### src/rtl/fp_sub_seq.sv
// Sequential binary32 subtractor: result = a + (-b), computed over
// ALIGN/SUB/NORM stages with truncation, flushed denormals and quiet-NaN on specials.
//   state | meaning
//   IDLE  | waiting for an operand pair
//   ALIGN | pick the larger exponent, shift the smaller mantissa right
//   SUB   | add or subtract magnitudes, resolve the sign
//   NORM  | one normalisation step per cycle, pack the result when done
//   DONE  | result presented until the consumer takes it
module fp_sub_seq (
  input  logic        clk,
  input  logic        rst_n,
  input  logic        in_valid,
  output logic        in_ready,
  input  logic [31:0] a,
  input  logic [31:0] b,
  output logic        out_valid,
  input  logic        out_ready,
  output logic [31:0] result
);

  typedef enum logic [2:0] {S_IDLE, S_ALIGN, S_SUB, S_NORM, S_DONE} state_t;

  state_t      r_state, w_next;
  logic [31:0] r_a, r_b;
  logic        r_nan;
  logic [7:0]  r_exp;
  logic [23:0] r_m_big, r_m_small;
  logic        r_s_big, r_s_small;
  logic [24:0] r_mant;
  logic        r_sign;
  logic [31:0] r_result;

  logic [7:0]  w_ea, w_eb, w_diff;
  logic [23:0] w_ma, w_mb;
  logic        w_a_big;
  logic [23:0] w_m_shift;
  logic [24:0] w_sub_mant;
  logic        w_sub_sign;
  logic [7:0]  w_exp_inc;
  logic        w_norm_done;
  logic [31:0] w_pack;

  assign w_ea      = r_a[30:23];
  assign w_eb      = r_b[30:23];
  assign w_ma      = (w_ea == 8'd0) ? 24'd0 : {1'b1, r_a[22:0]};
  assign w_mb      = (w_eb == 8'd0) ? 24'd0 : {1'b1, r_b[22:0]};
  assign w_a_big   = (w_ea >= w_eb);
  assign w_diff    = w_a_big ? (w_ea - w_eb) : (w_eb - w_ea);
  assign w_m_shift = (w_diff >= 8'd25) ? 24'd0 : ((w_a_big ? w_mb : w_ma) >> w_diff);

  always_comb begin
    w_sub_mant = 25'd0;
    w_sub_sign = 1'b0;
    if (r_s_big == r_s_small) begin
      w_sub_mant = {1'b0, r_m_big} + {1'b0, r_m_small};
      w_sub_sign = r_s_big;
    end else if (r_m_big > r_m_small) begin
      w_sub_mant = {1'b0, r_m_big - r_m_small};
      w_sub_sign = r_s_big;
    end else if (r_m_small > r_m_big) begin
      w_sub_mant = {1'b0, r_m_small - r_m_big};
      w_sub_sign = r_s_small;
    end
  end

  assign w_exp_inc   = r_exp + 8'd1;
  assign w_norm_done = r_nan || r_mant[24] || (r_mant == 25'd0) || r_mant[23] || (r_exp == 8'd1);

  always_comb begin
    w_pack = 32'd0;
    if (r_nan)
      w_pack = 32'h7FC0_0000;
    else if (r_mant[24])
      w_pack = (w_exp_inc == 8'hFF) ? {r_sign, 8'hFF, 23'd0} : {r_sign, w_exp_inc, r_mant[23:1]};
    else if (r_mant == 25'd0)
      w_pack = 32'd0;
    else if (r_mant[23])
      w_pack = {r_sign, r_exp, r_mant[22:0]};
  end

  always_ff @(posedge clk) begin
    if (!rst_n) r_state <= S_IDLE;
    else        r_state <= w_next;
  end

  always_comb begin
    w_next    = r_state;
    in_ready  = 1'b0;
    out_valid = 1'b0;
    case (r_state)
      S_IDLE: begin
        in_ready = 1'b1;
        if (in_valid) w_next = S_ALIGN;
      end
      S_ALIGN: w_next = S_SUB;
      S_SUB:   w_next = S_NORM;
      S_NORM:  if (w_norm_done) w_next = S_DONE;
      S_DONE: begin
        out_valid = 1'b1;
        if (out_ready) w_next = S_IDLE;
      end
      default: w_next = S_IDLE;
    endcase
  end

  always_ff @(posedge clk) begin
    if (!rst_n) begin
      r_a       <= 32'd0;
      r_b       <= 32'd0;
      r_nan     <= 1'b0;
      r_exp     <= 8'd0;
      r_m_big   <= 24'd0;
      r_m_small <= 24'd0;
      r_s_big   <= 1'b0;
      r_s_small <= 1'b0;
      r_mant    <= 25'd0;
      r_sign    <= 1'b0;
      r_result  <= 32'd0;
    end else begin
      case (r_state)
        S_IDLE: if (in_valid) begin
          r_a <= a;
          r_b <= {~b[31], b[30:0]};
        end
        S_ALIGN: begin
          r_nan     <= (w_ea == 8'hFF) || (w_eb == 8'hFF);
          r_exp     <= w_a_big ? w_ea : w_eb;
          r_m_big   <= w_a_big ? w_ma : w_mb;
          r_m_small <= w_m_shift;
          r_s_big   <= w_a_big ? r_a[31] : r_b[31];
          r_s_small <= w_a_big ? r_b[31] : r_a[31];
        end
        S_SUB: begin
          r_mant <= w_sub_mant;
          r_sign <= w_sub_sign;
        end
        S_NORM: begin
          // Underflow (exp == 1 without a leading one) falls through to the +0 default.
          if (w_norm_done) begin
            r_result <= w_pack;
          end else begin
            r_mant <= r_mant << 1;
            r_exp  <= r_exp - 8'd1;
          end
        end
        default: ;
      endcase
    end
  end

  assign result = r_result;

endmodule

### config.mk
export PLATFORM = sky130hd
export DESIGN_NAME = fp_sub_seq
export DESIGN_NICKNAME = d
export VERILOG_FILES = /design/src/rtl/fp_sub_seq.sv
export SDC_FILE = /design/constraint.sdc
export NUM_CORES = 1
export LEC_CHECK = 0
export BUFFER_PORTS_ARGS = -buffer_cell sky130_fd_sc_hd__buf_2
export CAP_MARGIN = 40
export CORE_ASPECT_RATIO = 0.7
export CORE_UTILIZATION = 35
export CTS_CLUSTER_DIAMETER = 80
export DETAILED_ROUTE_END_ITERATION = 10
export PLACE_DENSITY = 0.56
export SETUP_SLACK_MARGIN = 0.05
export SLEW_MARGIN = 20
export SYNTH_ARGS = -nofsm -noshare
export SYNTH_HDL_FRONTEND = slang
export SYNTH_SLANG_ARGS = --single-unit
### constraint.sdc
create_clock -name clk -period 4.4 [get_ports clk]
set_input_delay 0.22 -clock clk [delete_from_list [all_inputs] [get_ports clk]]
set_output_delay 0.22 -clock clk [all_outputs]
set_load 0.01 [all_outputs]
==> results of run 1 <==
==> kinds of logic (layout without fill, tap and decap cells) <==
group / Yosys count / count (layout) / share of synthesized area
muxes: 63 / 63 / 0.0504
DFF: 184 / 184 / 0.263
buffers and inverters: 236 / 308 / 0.0699
and+or+nand+nor: 590 / 590 / 0.188
adders and majority gates: 96 / 96 / 0.0886
xor gates and xnor gates: 44 / 44 / 0.0297
AOI/OAI and AO/OA: 626 / 626 / 0.310
==> how the worst max path moves through the flow <==
stage | end | slack, ps | cells after the start | start
6_report | r_m_small[7]$_SDFFE_PN0P_ | 430 | 12 | r_a[23]$_SDFFE_PN0P_
5_1_grt | r_m_small[2]$_SDFFE_PN0P_ | 150 | 12 | r_a[24]$_SDFFE_PN0P_
4_1_cts | r_m_small[21]$_SDFFE_PN0P_ | 500 | 13 | r_a[23]$_SDFFE_PN0P_
3_5_place_dp | r_m_small[21]$_SDFFE_PN0P_ | 520 | 13 | r_a[23]$_SDFFE_PN0P_
3_3_place_gp | r_m_small[10]$_SDFFE_PN0P_ | 620 | 12 | r_a[23]$_SDFFE_PN0P_
2_1_floorplan | r_m_small[3]$_SDFFE_PN0P_ | 1340 | 14 | r_a[23]$_SDFFE_PN0P_
==> synthesized netlist by cell type, drive strengths merged (13+ instances only) <==
| master | n | area (µm²) |
|---|---|---|
| a211oi | 47 | 368 |
| a21o | 21 | 158 |
| a21oi | 190 | 985 |
| a221oi | 37 | 343 |
| a22o | 24 | 210 |
| a22oi | 40 | 300 |
| a31oi | 18 | 134 |
| and2 | 16 | 100 |
| buf | 49 | 275 |
| clkbuf | 89 | 334 |
| dfxtp | 184 | 3680 |
| ha | 91 | 1140 |
| inv | 94 | 353 |
| mux2 | 20 | 229 |
| mux2i | 40 | 408 |
| nand2 | 254 | 956 |
| nand3 | 15 | 75.1 |
| nand4 | 31 | 200 |
| nor2 | 168 | 638 |
| nor3 | 40 | 210 |
| nor4 | 17 | 113 |
| o211ai | 16 | 125 |
| o21ai | 83 | 415 |
| o21bai | 13 | 97.6 |
| o221ai | 14 | 123 |
| o31ai | 32 | 269 |
| xnor2 | 35 | 329 |
==> registers in the layout (all words and copies together) (netlist names) <==
register / flops
r_m_small: 24
r_a: 32
r_s_small: 1
r_exp: 8
r_s_big: 1
r_state: 3
r_b: 32
r_sign: 1
result: 32
r_m_big: 24
r_mant: 25
r_nan: 1
==> cell usage in the layout (no fill, tap or decap), drive strengths merged, types with 7 or more instances in the layout <==
cell type / instances
o21bai: 13
a21o: 21
nand2b: 9
a221o: 11
o31ai: 32
mux2: 20
a32oi: 7
o21a: 10
a211oi: 47
nor2: 168
o2bb2ai: 7
nor3: 40
nand4: 31
ha: 91
clkinv: 7
a21oi: 190
a22oi: 40
dlygate4sd3: 34
o221ai: 14
xor2: 9
xnor2: 35
nand2: 254
mux2i: 40
nor4: 17
o211ai: 16
a311oi: 7
or3: 8
dfxtp: 184
o22ai: 9
a31oi: 18
o21ai: 83
a22o: 24
clkbuf: 20
and2: 16
a221oi: 37
inv: 99
nand3: 15
buf: 144
nor2b: 10
and3: 10
==> tightest hold or removal path, stage by stage <==
cell and delay, ps:
sky130_fd_sc_hd__buf_2 100, sky130_fd_sc_hd__nand2_1 50, sky130_fd_sc_hd__a21oi_1 50
==> final cells by class <==
class	instances	area, µm²	area share
clock buffers	20	457	0.0288
multi-input cells	1419	9340	0.589
flip-flops and latches	184	3680	0.232
inverters	98	370	0.0233
repair buffers	178	1200	0.0756
clock inverters	12	163	0.0102
well taps	527	659	0.0415
==> metrics by stage <==
| step | power, W | setup WS, ps |
|---|---|---|
| 2_1_floorplan | 0.00421 | 1340 |
| 3_3_place_gp | 0.00510 | 623 |
| 3_5_place_dp | 0.00513 | 517 |
| 4_1_cts | 0.00685 | 503 |
| 5_1_grt | 0.00729 | 146 |
| 6_report | 0.00690 | 433 |
==> routing by layer <==
metal  global-route usage  vias to the layer above  wire [µm]
met4               0.0520                        0        677
li1                     -                     6806          -
met3               0.0462                       41       3000
met2                0.341                      432      20000
met1                0.349                     6789      23800
met5                    0                        -          0
==> report_power, final <==
part,total [W],internal (W),switching (W)
combinational,0.00327,0.00114,0.00213
clock,0.00168,0.000935,0.000749
sequential,0.00195,0.00179,0.000161
total,0.00690,0.00386,0.00304
==> impl_results.rst, run 1 <==
.. list-table::
   :header-rows: 1

   * - Metric
     - Value
   * - Run status
     - finished, final reports clean
   * - Number of max-capacitance violations reported
     - 0
   * - Rows
     - 60
   * - Aggregate routed wire length
     - 47,500 µm
   * - FFs w/ async S/R, synth
     - 0
   * - Placed cell areas
     - 0.0149 mm²
   * - Highest clock frequency the design can meet
     - 252 MHz
   * - Chip width
     - 241 µm
   * - Reg-to-Reg Start
     - r_a[23]$_SDFFE_PN0P_
   * - Antenna violations before repair
     - 0
   * - Sinks on the clock net
     - 184
   * - Cells after DPL
     - 2,370
   * - Static leakage power
     - 6.30 nW
   * - Unrepaired setup endpoints after global routing
     - no
   * - Height of the die
     - 169 µm
   * - Fin nets
     - 2,062
   * - Final HPWL from detailed placement
     - 36,600 µm
   * - Clock transition at the register clock pins on the worst setup and hold paths after CTS
     - 80 ps
   * - Final cell area excluding filler cells
     - 0.0159 mm²
   * - Layout-stage area growth over the synthesis result
     - 13.6%
   * - CTS H-tree lvls
     - 4
   * - Arrival time worst endpoint
     - 4320 ps
   * - Power per unit of standard cell area
     - 435 mW/mm²
   * - Final Max Slew Viols
     - 0
   * - Slew @ Worst Pin
     - 864 ps
   * - PortBufs
     - 101
   * - Largest buffer count on any clock path
     - 2
   * - Buf/Inv on CP
     - 1
   * - Number of buffers inserted during clock tree synthesis
     - 17
   * - Critical-path cell with the highest stage delay
     - sky130_fd_sc_hd__nor3_1
   * - Cell chain of the critical path
     - inv_1 > ha_2 > fa_1 > nand3b_1 > a31o_2 > nand2_2 > mux2i_1 > xnor2_1 > o211ai_2 > nor3_1 > a32oi_1 > a221oi_1
   * - Number of diodes added for antenna fixing
     - 0
   * - Number of cells in the finished layout apart from fillers
     - 2,438
   * - Final weighted congestion in routability-driven placement
     - 0.926
   * - Worst hold path endpoint
     - r_a[31]$_SDFFE_PN0P_
   * - Post-synthesis cell type count
     - 95
   * - Total negative slack
     - 0 ps
   * - Avg WL per Cell
     - 19.5 µm
   * - Detailed-router iteration count before antenna repair
     - 5
   * - Post-route antenna net violation count
     - 0
   * - Final Hold Viols
     - 0
   * - Fraction of layout cells with a size suffix above 1
     - 0.128
   * - CTS Hold Bufs
     - 34
   * - Total global-route track usage
     - 0.234
   * - Number of instances in the synthesized netlist
     - 1,839
   * - Post-CTS setup-driven buffer insertion count
     - 0
   * - DR DRC count
     - 0
   * - Path type of the worst setup path
     - flop to flop
   * - Largest clock skew in the final design
     - 12.2 ps
   * - Fill count
     - 4,069
   * - Post-cts repair resize count
     - 0
   * - Worst-case hold slack
     - 9.11 ps
   * - Area enclosed by the die boundary
     - 0.0408 mm²
   * - Data required time of the critical path
     - 4760 ps
   * - Worst R2R End
     - r_m_small[7]$_SDFFE_PN0P_
   * - Largest fanout of any net on the critical path
     - 14
   * - Number of storage elements in the synthesis netlist
     - 184
   * - Setup violators final
     - 0
   * - Total standard cell area after synthesis
     - 0.0140 mm²
   * - CTS tree
     - built
   * - Hold_sp
     - a[31]
   * - Most used flip-flop cell after synthesis
     - sky130_fd_sc_hd__dfxtp_1
   * - Syn Area/Cell
     - 7.60 µm²
   * - Warning count from the yosys run
     - 0
   * - Number of nets produced by synthesis
     - 2,003
   * - Sequential cell area fraction in the yosys report
     - 0.263
   * - Placeable Area
     - 0.0389 mm²
   * - First-pass GRT wire length
     - 74,900 µm
   * - Initial DRC Count
     - 1,263
   * - Maximum vdd drop
     - 232 µV
   * - Routed vias
     - 14,100
   * - Total congestion overflow after global routing
     - 0
   * - Via count of the first global-routing pass
     - 13,100
   * - Kind of path behind the tightest hold check
     - primary input to flop
   * - CP endpoint kind
     - flop
   * - EDFF count, synth
     - 0
   * - Starting density of the core
     - 0.360
   * - Max-Slew Margin vs Limit
     - 0.424
   * - Largest delay contributor family on the critical path
     - compound AO/OA/AOI/OAI gates
   * - Slowest stage delay, CP
     - 530 ps
   * - Internal reg-to-reg setup slack
     - 430 ps
   * - Number of cells on the worst hold path
     - 3
   * - Final critical delay including setup and external delays
     - 3970 ps
   * - Final Core Density
     - 0.408
   * - Clock latency of the later-clocked register in the worst-skew pair
     - 460 ps
   * - Post-DR vias/cell
     - 5.77
   * - Element type at the critical path start
     - flop
   * - Part of the cycle the worst path needs
     - 0.902
   * - Maximum number of pins on one net before global-route repair
     - 64
   * - Logic depth of the worst register-to-register path
     - 12
   * - Count of boundary I/O pins
     - 102
   * - Clock root buffer
     - sky130_fd_sc_hd__clkbuf_16
(Power assumes the default switching activity.)
==> inputs of run 2 (changes only) <==
--- a/config.mk
+++ b/config.mk
@@ -11,7 +11,9 @@
 export CORE_UTILIZATION = 35
 export CTS_CLUSTER_DIAMETER = 80
 export DETAILED_ROUTE_END_ITERATION = 10
+export GPL_ROUTABILITY_DRIVEN = 0
 export PLACE_DENSITY = 0.56
+export REMOVE_ABC_BUFFERS = 1
 export SETUP_SLACK_MARGIN = 0.05
 export SLEW_MARGIN = 20
 export SYNTH_ARGS = -nofsm -noshare
==> constraint.sdc (replaced) <==
create_clock -name clk -period 3.7 [get_ports clk]
set_input_delay 0.185 -clock clk [delete_from_list [all_inputs] [get_ports clk]]
set_output_delay 0.185 -clock clk [all_outputs]
set_load 0.01 [all_outputs]
==> run 2 against run 1 <==
Net effect: global-route usage decreased by 0.60 points; first-iteration DRC count up 18%; highest routed layer unchanged; clock-buffer cell count down 3; via count rose by 2.5%; critical path depth grew 1.
==> impl_results.rst, run 2 (synthesized netlist as in run 1, its figures left out) <==
.. list-table::
   :header-rows: 1

   * - Metric
     - Value
   * - Switching pwr
     - 0.00365 W (was 0.00304 W)
   * - Cells after DPL
     - 2,425 (was 2,370)
   * - Number of buffers inserted during clock tree synthesis
     - 17 (unchanged)
   * - Layout-stage area growth over the synthesis result
     - 19.0% (was 13.6%)
   * - Fraction of layout cells with a size suffix above 1
     - 0.153 (was 0.128)
   * - Number of diodes added for antenna fixing
     - 0 (unchanged)
   * - First-pass GRT wire length
     - 73,800 µm (was 74,900 µm)
   * - Most frequent cells in the layout
     - sky130_fd_sc_hd__nand2_1, sky130_fd_sc_hd__a21oi_1, sky130_fd_sc_hd__dfxtp_1 (unchanged)
   * - Number of cells in the finished layout apart from fillers
     - 2,519 (was 2,438)
   * - Clock Power Share
     - 0.230 (was 0.244)
   * - Starting density of the core
     - 0.360 (unchanged)
   * - Switching share of total power
     - 0.437 (was 0.441)
   * - Launching instance or port of the critical path
     - r_m_big[5]$_SDFFE_PN0P_ (was r_a[23]$_SDFFE_PN0P_)
   * - PortBufs
     - 101 (unchanged)
   * - Slowest stage delay, CP
     - 660 ps (was 530 ps)
   * - Final Max Slew Viols
     - 0 (unchanged)
   * - Slew @ Worst Pin
     - 904 ps (was 864 ps)
   * - Antenna violations before repair
     - 0 (unchanged)
   * - Arrival time worst endpoint
     - 3930 ps (was 4320 ps)
   * - Data required time of the critical path
     - 4070 ps (was 4760 ps)
   * - Total global-route track usage
     - 0.228 (was 0.234)
   * - Chip width
     - 241 µm (unchanged)
   * - Count of boundary I/O pins
     - 102 (unchanged)
   * - Setup violators final
     - 0 (unchanged)
   * - Clock latency of the later-clocked register in the worst-skew pair
     - 460 ps (about the same)
   * - Total negative slack
     - 0 ps (unchanged)
   * - Buf/Inv on CP
     - 2 (was 1)
   * - Post-route antenna net violation count
     - 0 (unchanged)
   * - Number of max-capacitance violations reported
     - 0 (unchanged)
   * - Clock transition at the register clock pins on the worst setup and hold paths after CTS
     - 70 ps (was 80 ps)
   * - Highest clock frequency the design can meet
     - 280 MHz (was 252 MHz)
   * - Height of the die
     - 169 µm (unchanged)
   * - Post-DR vias/cell
     - 5.72 (was 5.77)
   * - Area enclosed by the die boundary
     - 0.0408 mm² (unchanged)
   * - Initial DRC Count
     - 1,488 (was 1,263)
   * - Maximum vdd drop
     - 342 µV (was 232 µV)
   * - Run status
     - finished, final reports clean (unchanged)
   * - Reg-to-Reg Start
     - r_m_big[5]$_SDFFE_PN0P_ (was r_a[23]$_SDFFE_PN0P_)
   * - Final Hold Viols
     - 0 (unchanged)
   * - Number of cells on the worst hold path
     - 3 (unchanged)
   * - Post-CTS setup-driven buffer insertion count
     - 0 (unchanged)
   * - CTS H-tree lvls
     - 4 (unchanged)
   * - Largest fanout of any net on the critical path
     - 11 (was 14)
   * - Part of the cycle the worst path needs
     - 0.964 (was 0.902)
   * - Maximum number of pins on one net before global-route repair
     - 75 (was 64)
   * - Logic depth of the worst register-to-register path
     - 13 (was 12)
   * - Static leakage power
     - 6.68 nW (was 6.30 nW)
   * - Clock root buffer
     - sky130_fd_sc_hd__clkbuf_16 (unchanged)
   * - Critical Path Stages
     - 13 (was 12)
   * - Detailed-router iteration count before antenna repair
     - 5 (unchanged)
   * - Max-Slew Margin vs Limit
     - 0.391 (was 0.424)
   * - Final critical delay including setup and external delays
     - 3570 ps (was 3970 ps)
   * - Largest delay contributor family on the critical path
     - compound AO/OA/AOI/OAI gates (unchanged)
   * - Placeable Area
     - 0.0389 mm² (unchanged)
   * - Path type of the worst setup path
     - flop to flop (unchanged)
   * - Avg WL per Cell
     - 18.6 µm (was 19.5 µm)
   * - Total congestion overflow after global routing
     - 0 (unchanged)
   * - Power per unit of standard cell area
     - 502 mW/mm² (was 435 mW/mm²)
   * - CTS tree
     - built (unchanged)
   * - Largest buffer count on any clock path
     - 2 (unchanged)
   * - Largest clock skew in the final design
     - 10.9 ps (was 12.2 ps)
   * - DR DRC count
     - 0 (unchanged)
   * - Element type at the critical path start
     - flop (unchanged)
   * - Final HPWL from detailed placement
     - 36,100 µm (was 36,600 µm)
   * - Rows
     - 60 (unchanged)
   * - Routed vias
     - 14,400 (was 14,100)
   * - CP endpoint kind
     - flop (unchanged)
   * - Comb power frac
     - 0.495 (was 0.474)
   * - Cell chain of the critical path
     - inv_1 > ha_1 > and3_4 > a221oi_4 > a21oi_4 > a221o_2 > a21oi_2 > buf_4 > or4_4 > a2111oi_2 > a211o_1 > o2111ai_1 > o31ai_1 (was inv_1 > ha_2 > fa_1 > nand3b_1 > a31o_2 > nand2_2 > mux2i_1 > xnor2_1 > o211ai_2 > nor3_1 > a32oi_1 > a221oi_1)
   * - Int Power
     - 0.00471 W (was 0.00386 W)
   * - Hold_sp
     - b[3] (was a[31])
   * - Kind of path behind the tightest hold check
     - primary input to flop (unchanged)
   * - Via count of the first global-routing pass
     - 13,200 (was 13,100)
   * - Aggregate routed wire length
     - 46,800 µm (was 47,500 µm)
   * - Critical-path cell with the highest stage delay
     - sky130_fd_sc_hd__or4_4 (was sky130_fd_sc_hd__nor3_1)
   * - Relative contribution of sequential cells to total power
     - 0.275 (was 0.282)
   * - Fin nets
     - 2,147 (was 2,062)
   * - Sinks on the clock net
     - 184 (unchanged)
   * - Most frequent standard cell in the layout excluding fill and tap cells
     - sky130_fd_sc_hd__nand2_1 (unchanged)
   * - Unrepaired setup endpoints after global routing
     - no (unchanged)
run 2: cell types whose count changed in the layout (fill, tap and decap cells not counted), sizes merged:
cell / before / now
dlygate4sd3: 34 / 62
clkbuf: 20 / 17
or4: 2 / 3
clkinv: 7 / 6
mux2: 20 / 21
inv: 99 / 98
buf: 144 / 199
clkinvlp: 1 / 2
run 2: worst register-to-register path, cell delays in order (launching register included):
cell and delay (ps):
sky130_fd_sc_hd__dfxtp_1 370, sky130_fd_sc_hd__inv_1 70, sky130_fd_sc_hd__ha_1 500, sky130_fd_sc_hd__and3_4 290, sky130_fd_sc_hd__a221oi_4 90, sky130_fd_sc_hd__a21oi_4 160
sky130_fd_sc_hd__a221o_2 210, sky130_fd_sc_hd__a21oi_2 80, sky130_fd_sc_hd__buf_4 160, sky130_fd_sc_hd__or4_4 660, sky130_fd_sc_hd__a2111oi_2 350, sky130_fd_sc_hd__a211o_1 160
sky130_fd_sc_hd__o2111ai_1 110, sky130_fd_sc_hd__o31ai_1 250
run 2: layer usage:
layer / wire length [µm] / vias up / track usage / part of all wire
li1: - / 6967 / - / -
met5: 0 / - / 0 / 0
met2: 19600 / 509 / 0.337 / 0.42
met4: 347 / 0 / 0.0336 / 0.0074
met3: 3250 / 26 / 0.0416 / 0.069
met1: 23600 / 6914 / 0.345 / 0.50
run 2: stage by stage:
| stage | worst slack (ps) | hold slack, ps | utilization | instance area (µm²) | total power (W) |
|---|---|---|---|---|---|
| detailed placement | 60.7 | 371 | 0.394 | 15300 | 0.00622 |
| CTS | 51.7 | 6.57 | 0.425 | 16500 | 0.00821 |
| finish | 135 | 3.54 | 0.428 | 16600 | 0.00836 |
| floorplan | -669 | 281 | - | 13400 | 0.00483 |
| global route | 32.5 | 18.2 | 0.428 | 16600 | 0.00883 |
| global placement | 133 | 367 | 0.393 | 15300 | 0.00616 |
run 2: path summary, 6_finish.rpt:
kind | to | slack [ps]
hold / removal | r_b[3]$_SDFFE_PN0P_ | 4
setup reg to reg | r_mant[23]$_SDFFE_PN0P_ | 130
hold reg to reg | r_a[1]$_SDFFE_PN0P_ | 480
setup / recovery | r_mant[23]$_SDFFE_PN0P_ | 130
run 2: what timing repair did:
item	4_1_cts	5_1_grt
endpoints found under the hold margin	62	0
hold buffers	62	0
endpoints found under the setup margin	0	26
resized for setup	0	13
run 2: cell type report:
| class | instances | area [µm²] |
|---|---|---|
| clock inverters | 11 | 150 |
| inverters | 98 | 370 |
| fillers | 4087 | 22200 |
| well taps | 527 | 659 |
| flip-flops and latches | 184 | 3680 |
| multi-input cells | 1421 | 9430 |
| clock buffers | 17 | 425 |
| repair buffers | 261 | 1920 |
run 2: power by group through the flow:
stage / Clock, W / Sequential, W / Combinational, W
final: 0.00192 / 0.00230 / 0.00414
after global routing: 0.00204 / 0.00232 / 0.00447
after CTS: 0.00196 / 0.00230 / 0.00395
after detailed placement: 0 / 0.00234 / 0.00388
after global placement: 0 / 0.00233 / 0.00382
after floorplan: 0 / 0.00229 / 0.00254
